==> src/rtl/sd_request_arbiter_if.sv <==
// sd_request_arbiter_if: requester-side and SD-controller-side handshake bundle for the arbiter.
interface sd_request_arbiter_if #(parameter int N = 6);
  logic [32*N-1:0] req_lba;
  logic [N-1:0]    req_rd;
  logic [N-1:0]    req_wr;
  logic [N-1:0]    req_busy;
  logic [N-1:0]    req_done;
  logic [N-1:0]    req_strobe;
  logic [N-1:0]    req_err;
  logic [31:0]     sd_lba;
  logic            sd_rd;
  logic            sd_wr;
  logic            sd_busy;
  logic            sd_done;
  logic            sd_rd_byte_strobe;
  logic [2:0]      grant_id;
  logic            active;
  modport master (
    input  req_lba, req_rd, req_wr, sd_busy, sd_done, sd_rd_byte_strobe,
    output req_busy, req_done, req_strobe, req_err, sd_lba, sd_rd, sd_wr, grant_id, active
  );
  modport slave (
    output req_lba, req_rd, req_wr, sd_busy, sd_done, sd_rd_byte_strobe,
    input  req_busy, req_done, req_strobe, req_err, sd_lba, sd_rd, sd_wr, grant_id, active
  );
endinterface

==> src/rtl/sd_request_arbiter.sv <==
// sd_request_arbiter: round-robin sharing of one SD sector controller with a command-accept watchdog.
module sd_request_arbiter #(
  parameter int N       = 6,
  parameter int TIMEOUT = 1000000
) (
  input logic                 clk,
  input logic                 reset,
  sd_request_arbiter_if.master bus
);
  typedef enum logic [1:0] {IDLE, ISSUE, WAIT_DONE, RELEASE} state_t;
  localparam logic [23:0] LP_WD_LAST = 24'(TIMEOUT - 1);
  state_t      r_state, w_state_n;
  logic        r_rd, r_wr, w_rd_n, w_wr_n;
  logic [31:0] r_lba, w_lba_n;
  logic [2:0]  r_grant, w_grant_n, r_last, w_last_n, w_pick;
  logic [23:0] r_wd, w_wd_n;
  logic [N-1:0] r_err, w_err_n, w_pend;
  logic        w_active;
  always_comb begin
    w_pend = bus.req_rd | bus.req_wr;
    w_pick = r_last;
    for (int k = N; k >= 1; k--) begin
      int j;
      j = (int'(r_last) + k) % N;
      if (w_pend[j]) w_pick = 3'(j);
    end
  end
  always_comb begin
    w_state_n = r_state;
    w_rd_n    = 1'b0;
    w_wr_n    = 1'b0;
    w_lba_n   = r_lba;
    w_grant_n = r_grant;
    w_last_n  = r_last;
    w_wd_n    = r_wd;
    w_err_n   = '0;
    case (r_state)
      IDLE: if (|w_pend) begin
        w_state_n = ISSUE;
        w_grant_n = w_pick;
        w_lba_n   = bus.req_lba[32*w_pick +: 32];
        w_rd_n    = bus.req_rd[w_pick];
        w_wr_n    = !bus.req_rd[w_pick];
        w_wd_n    = '0;
      end
      ISSUE: if (bus.sd_busy) w_state_n = WAIT_DONE;
      else if (r_wd == LP_WD_LAST) begin
        w_state_n        = RELEASE;
        w_err_n[r_grant] = 1'b1;
      end else begin
        w_rd_n = r_rd;
        w_wr_n = r_wr;
        w_wd_n = (&r_wd) ? r_wd : r_wd + 24'd1;
      end
      WAIT_DONE: w_state_n = bus.sd_done ? RELEASE : WAIT_DONE;
      RELEASE: begin
        w_state_n = IDLE;
        w_last_n  = r_grant;
      end
      default: w_state_n = IDLE;
    endcase
  end
  always_ff @(posedge clk) begin
    if (reset) begin
      r_state <= IDLE;
      r_rd    <= 1'b0;
      r_wr    <= 1'b0;
      r_lba   <= '0;
      r_grant <= '0;
      r_last  <= 3'(N - 1);
      r_wd    <= '0;
      r_err   <= '0;
    end else begin
      r_state <= w_state_n;
      r_rd    <= w_rd_n;
      r_wr    <= w_wr_n;
      r_lba   <= w_lba_n;
      r_grant <= w_grant_n;
      r_last  <= w_last_n;
      r_wd    <= w_wd_n;
      r_err   <= w_err_n;
    end
  end
  assign w_active     = (r_state == ISSUE) || (r_state == WAIT_DONE);
  assign bus.sd_rd    = r_rd;
  assign bus.sd_wr    = r_wr;
  assign bus.sd_lba   = r_lba;
  assign bus.grant_id = r_grant;
  assign bus.active   = w_active;
  assign bus.req_err  = r_err;
  for (genvar g = 0; g < N; g++) begin : g_route
    assign bus.req_busy[g]   = bus.sd_busy & w_active & (r_grant == 3'(g));
    assign bus.req_done[g]   = bus.sd_done & (r_state == WAIT_DONE) & (r_grant == 3'(g));
    assign bus.req_strobe[g] = bus.sd_rd_byte_strobe & w_active & (r_grant == 3'(g));
  end
endmodule

==> src/flat_wrapper.sv <==
// flat-port wrapper written by rule: the top's interface ports become plain ports
module sd_request_arbiter_flat 
#(
  parameter int N       = 6,
  parameter int TIMEOUT = 1000000
)
  (clk, reset, bus_req_lba, bus_req_rd, bus_req_wr, bus_sd_busy, bus_sd_done, bus_sd_rd_byte_strobe, bus_req_busy, bus_req_done, bus_req_strobe, bus_req_err, bus_sd_lba, bus_sd_rd, bus_sd_wr, bus_grant_id, bus_active);
  sd_request_arbiter_if #(.N(N)) bus_i ();
  input logic clk;
  input logic reset;
  input wire logic [$bits(bus_i.req_lba)-1:0] bus_req_lba;
  input wire logic [$bits(bus_i.req_rd)-1:0] bus_req_rd;
  input wire logic [$bits(bus_i.req_wr)-1:0] bus_req_wr;
  input wire logic [$bits(bus_i.sd_busy)-1:0] bus_sd_busy;
  input wire logic [$bits(bus_i.sd_done)-1:0] bus_sd_done;
  input wire logic [$bits(bus_i.sd_rd_byte_strobe)-1:0] bus_sd_rd_byte_strobe;
  output wire logic [$bits(bus_i.req_busy)-1:0] bus_req_busy;
  output wire logic [$bits(bus_i.req_done)-1:0] bus_req_done;
  output wire logic [$bits(bus_i.req_strobe)-1:0] bus_req_strobe;
  output wire logic [$bits(bus_i.req_err)-1:0] bus_req_err;
  output wire logic [$bits(bus_i.sd_lba)-1:0] bus_sd_lba;
  output wire logic [$bits(bus_i.sd_rd)-1:0] bus_sd_rd;
  output wire logic [$bits(bus_i.sd_wr)-1:0] bus_sd_wr;
  output wire logic [$bits(bus_i.grant_id)-1:0] bus_grant_id;
  output wire logic [$bits(bus_i.active)-1:0] bus_active;
  assign bus_i.req_lba = bus_req_lba;
  assign bus_i.req_rd = bus_req_rd;
  assign bus_i.req_wr = bus_req_wr;
  assign bus_i.sd_busy = bus_sd_busy;
  assign bus_i.sd_done = bus_sd_done;
  assign bus_i.sd_rd_byte_strobe = bus_sd_rd_byte_strobe;
  assign bus_req_busy = bus_i.req_busy;
  assign bus_req_done = bus_i.req_done;
  assign bus_req_strobe = bus_i.req_strobe;
  assign bus_req_err = bus_i.req_err;
  assign bus_sd_lba = bus_i.sd_lba;
  assign bus_sd_rd = bus_i.sd_rd;
  assign bus_sd_wr = bus_i.sd_wr;
  assign bus_grant_id = bus_i.grant_id;
  assign bus_active = bus_i.active;
  sd_request_arbiter #(.N(N), .TIMEOUT(TIMEOUT)) u_core (.clk(clk), .reset(reset), .bus(bus_i));
endmodule
==> config.mk <==
export PLATFORM = sky130hd
export DESIGN_NAME = sd_request_arbiter_flat
export DESIGN_NICKNAME = d
export VERILOG_FILES = /design/src/rtl/sd_request_arbiter_if.sv /design/src/rtl/sd_request_arbiter.sv /design/src/flat_wrapper.sv
export SDC_FILE = /design/constraint.sdc
export NUM_CORES = 1
export LEC_CHECK = 0
export CAP_MARGIN = 20
export CELL_PAD_IN_SITES_DETAIL_PLACEMENT = 0
export CELL_PAD_IN_SITES_GLOBAL_PLACEMENT = 1
export CORE_MARGIN = 2
export CORE_UTILIZATION = 29
export DETAILED_ROUTE_END_ITERATION = 12
export PLACE_DENSITY = 0.82
export SYNTH_ARGS = -nofsm -noshare
export SYNTH_HDL_FRONTEND = slang
export SYNTH_SLANG_ARGS = --single-unit
==> constraint.sdc <==
create_clock -name clk -period 5.41 [get_ports clk]
set_input_delay 0.8115 -clock clk [delete_from_list [all_inputs] [get_ports clk]]
set_output_delay 0.8115 -clock clk [all_outputs]
set_load 0.02 [all_outputs]
==> summary.txt <==
Yosys
  • Ys async rst share: 0
  • Post-synth EDFFs: 0
  • Yosys cell types: 66
  • Post-Syn Nets: 878
  • Yosys warnings: 0
  • #FFs+latches synth: 72
  • Main synth FF type: dfxtp_1
  • Post-synthesis sequential area ratio: 0.260
  • Avg Synthesized Cell Area: 8.46 um2
  • Post-Synthesis Cells: 654
  • Post-Syn Area: 5530 um2

Min path
  • Min-Delay Path Class: flip-flop to flip-flop
  • Worst Hold Path Cells: 2

Setup path
  • Crit path required time: 5.67 ns
  • R2r worst-path depth: 16
  • Setup CP Type: flip-flop to flip-flop
  • CP Capture Type: flip-flop
  • Max incr delay on CP: 0.60 ns
  • Crit path max-delay cell type: dfxtp_1
  • Crit path DAT: 5.04 ns
  • Crit path cell chain: inv_1 -> ha_1 -> a21oi_1 -> inv_1 -> ha_1 -> nand3b_1 -> a32o_1 -> nor2_1 -> or4b_4 -> a311oi_2 -> o221ai_2 -> nor2_8 -> buf_12 -> mux2i_1 -> mux2_2 -> o221ai_1
  • Startpoint Class: flip-flop
  • Crit Path Max Fanout: 38

Power
  • P per Cell Area: 436 nW/um2
  • Total power: 3.84 mW
  • VDD IR-drop max: 0.000213 V
  • P_leak: 3.27 nW

Global route
  • First-pass GRT wire length: 30.3 mm
  • GRT Total Usage: 0.192
  • Initial antenna violation count: 0
  • Vias in the first global route: 5538
  • Largest net degree at the start of global routing: 39
  • Grt total ovfl: 0

Placed design
  • Final HPWL from detailed placement: 15.8 mm
  • Cell count after placement: 1134
  • Port bufs: 270
  • Placer congestion estimate: 0.915

Floorplan
  • Starting density of the core: 0.296
  • Die area: 20200 um2
  • FP Rows: 50
  • Chip height: 142 um
  • Core area: 18700 um2
  • Num ports: 271
  • Die W: 142 um

STA
  • Worst slew margin: 0.458
  • FMAX: 209 MHz
  • Hold_ws: 0.464 ns
  • Fin. Hold Viols: 0
  • Clock skew: 0.00540 ns
  • Slew @ Worst Pin: 0.813 ns
  • Unrepaired setup endpoints after global routing: false
  • Post-route minimum period: 4.78 ns
  • Final setup violation count: 0
  • Post-route clock period utilization: 0.884
  • Fin. max-slew vios: 0
  • Setup TNS: 0 ns

Finish
  • Final #Nets: 1135
  • Share of layout cells above drive strength 1: 0.0884
  • Area delta synth->final: 59.2%
  • Fin cells: 1150
  • Antenna cells: 0

Clock tree
  • CTS max path bufs: 2
  • Inserted Clock Buffers: 9
  • H-tree levels: 3
  • Hold buffers post-CTS: 0
  • Post-CTS Setup Inserts: 0
  • Clk Latency, worst-skew pair: 0.34 ns
  • Worst-path clk slew: 0.07 ns
  • CTS tree: done
  • Clk sinks: 72
  • Post-cts resize count: 0
  • Clk root buf: clkbuf_16

Drt
  • Detailed-route via count: 5834
  • DRC viols: 0
  • DRT Wirelength: 20.2 mm
  • Pre-antenna DRT Iters: 5
  • DR vias/cell: 5.07
  • WL/cell: 17.6 um
  • DRT iter0 DRCs: 305
  • Detail Route Antenna Nets: 0

Job
  • Max_cap viols: 0

Status
  • Status: complete, no violations
-- worst max-delay path: cells and delay by family (launching register included) --
kind                     cells  cell delay [ns]
AND/OR/NAND/NOR              4             1.31
AO/OA/AOI/OAI                5             1.25
adder cells (fa/ha/maj)      2             0.62
flip-flops                   1             0.60
buffers and inverters        3             0.51
multiplexers                 2             0.38
-- cells by family (layout without fill, tap and decap cells) --
logic type                 Yosys count  in the layout  share of synthesized area
buffers and inverters               62            324                     0.0558
and+or+nand+nor                    231            231                      0.200
adders and majority gates           16             16                     0.0357
muxes                              135            135                      0.256
xor gates and xnor gates            20             20                     0.0317
AOI/OAI and AO/OA                  118            118                      0.161
DFF                                 72             72                      0.260
-- synth_stat cells, drive strengths merged, types with 2 or more instances --
cell / number / area (um2)
buf: 20 / 151
nor4: 8 / 50.1
and2: 3 / 18.8
dfxtp: 72 / 1440
or3: 9 / 56.3
nand2b: 7 / 43.8
nand3: 17 / 85.1
nor2: 66 / 264
a221oi: 2 / 17.5
a31oi: 4 / 25.0
and3: 4 / 25.0
nand4: 5 / 31.3
o221ai: 34 / 304
nand3b: 2 / 15.0
o211ai: 6 / 45.0
nor3b: 3 / 22.5
a311oi: 2 / 23.8
ha: 15 / 188
nor3: 24 / 120
clkbuf: 22 / 82.6
nor2b: 3 / 18.8
and4: 4 / 35.0
xor2: 14 / 123
nand2: 69 / 259
a32o: 2 / 20.0
mux2i: 101 / 1010
a21o: 5 / 37.5
mux2: 32 / 360
o21ai: 14 / 70.1
a32oi: 3 / 26.3
o31ai: 3 / 22.5
a31o: 2 / 17.5
a211oi: 2 / 15.0
inv: 20 / 75.1
xnor2: 6 / 52.6
a21oi: 25 / 125
mux4: 2 / 45.0
-- through the flow --
stage | setup slack [ns] | cell area [um2] | util
after floorplan | 1.38 | 5530 | -
after global placement | 0.793 | 8460 | 0.452
after detailed placement | 0.686 | 8460 | 0.452
after CTS | 0.662 | 8810 | 0.471
after global routing | 0.293 | 8810 | 0.471
final | 0.625 | 8810 | 0.471
-- routing by layer --
| layer | up-vias | part of all wire | GRT usage |
|---|---|---|---|
| li1 | 2932 | - | - |
| met1 | 2686 | 0.43 | 0.248 |
| met2 | 193 | 0.49 | 0.319 |
| met3 | 23 | 0.060 | 0.0451 |
| met4 | 0 | 0.018 | 0.0574 |
| met5 | - | 0 | 0 |
-- registers in the layout, summed over array words and instances, names as in the netlist --
signal,cells
u_core.bus.sd_rd,1
u_core.r_last,3
u_core.bus.grant_id,3
u_core.bus.sd_lba,32
u_core.bus.req_err,6
u_core.r_wd,24
u_core.bus.sd_wr,1
u_core.r_state,2
-- report_power, final --
part,internal [mW],total [mW],switching [mW]
Combinational,1.20,2.39,1.19
Sequential,0.636,0.732,0.0960
Clock,0.457,0.718,0.260
Total,2.30,3.84,1.55
-- final timing paths --
kind	startpoint	end	slack, ns
worst max-delay path	u_core.r_last[2]	u_core.bus.sd_lba[16]	0.63
worst min-delay path	u_core.bus.sd_lba[5]	u_core.bus.sd_lba[5]	0.46
worst max register to register	u_core.r_last[2]	u_core.bus.sd_lba[16]	0.63
worst min register to register	u_core.bus.sd_lba[5]	u_core.bus.sd_lba[5]	0.46
-- final cells by class --
cell class,instances,area [um2]
clock buffer,9,225
clock inverter,7,126
tap,234,293
fill,1814,9900
inverter,20,75.1
multi-input combinational,520,3780
timing repair buffer,288,2860
sequential,72,1440
-- cell usage in the layout, fill, tap and decap left out, types with 3 or more instances in the layout --
cell type,n
nor3b_1,3
o31ai_1,3
and4_1,4
nand2b_1,7
mux2_2,32
inv_1,19
o211ai_1,6
clkdlybuf4s50_1,270
a31oi_1,4
a32oi_1,3
and3_1,4
xor2_1,14
o221ai_1,33
nor2_1,65
nand2_1,69
a21o_1,5
or3_1,9
dfxtp_1,72
buf_4,16
nor3_1,24
a21oi_1,25
ha_1,15
bufinv_16,3
nor4_1,8
nor2b_1,3
and2_1,3
nand3_1,17
nand4_1,5
clkbuf_16,9
o21ai_0,13
xnor2_1,6
mux2i_1,101
(Power assumes the default switching activity.)
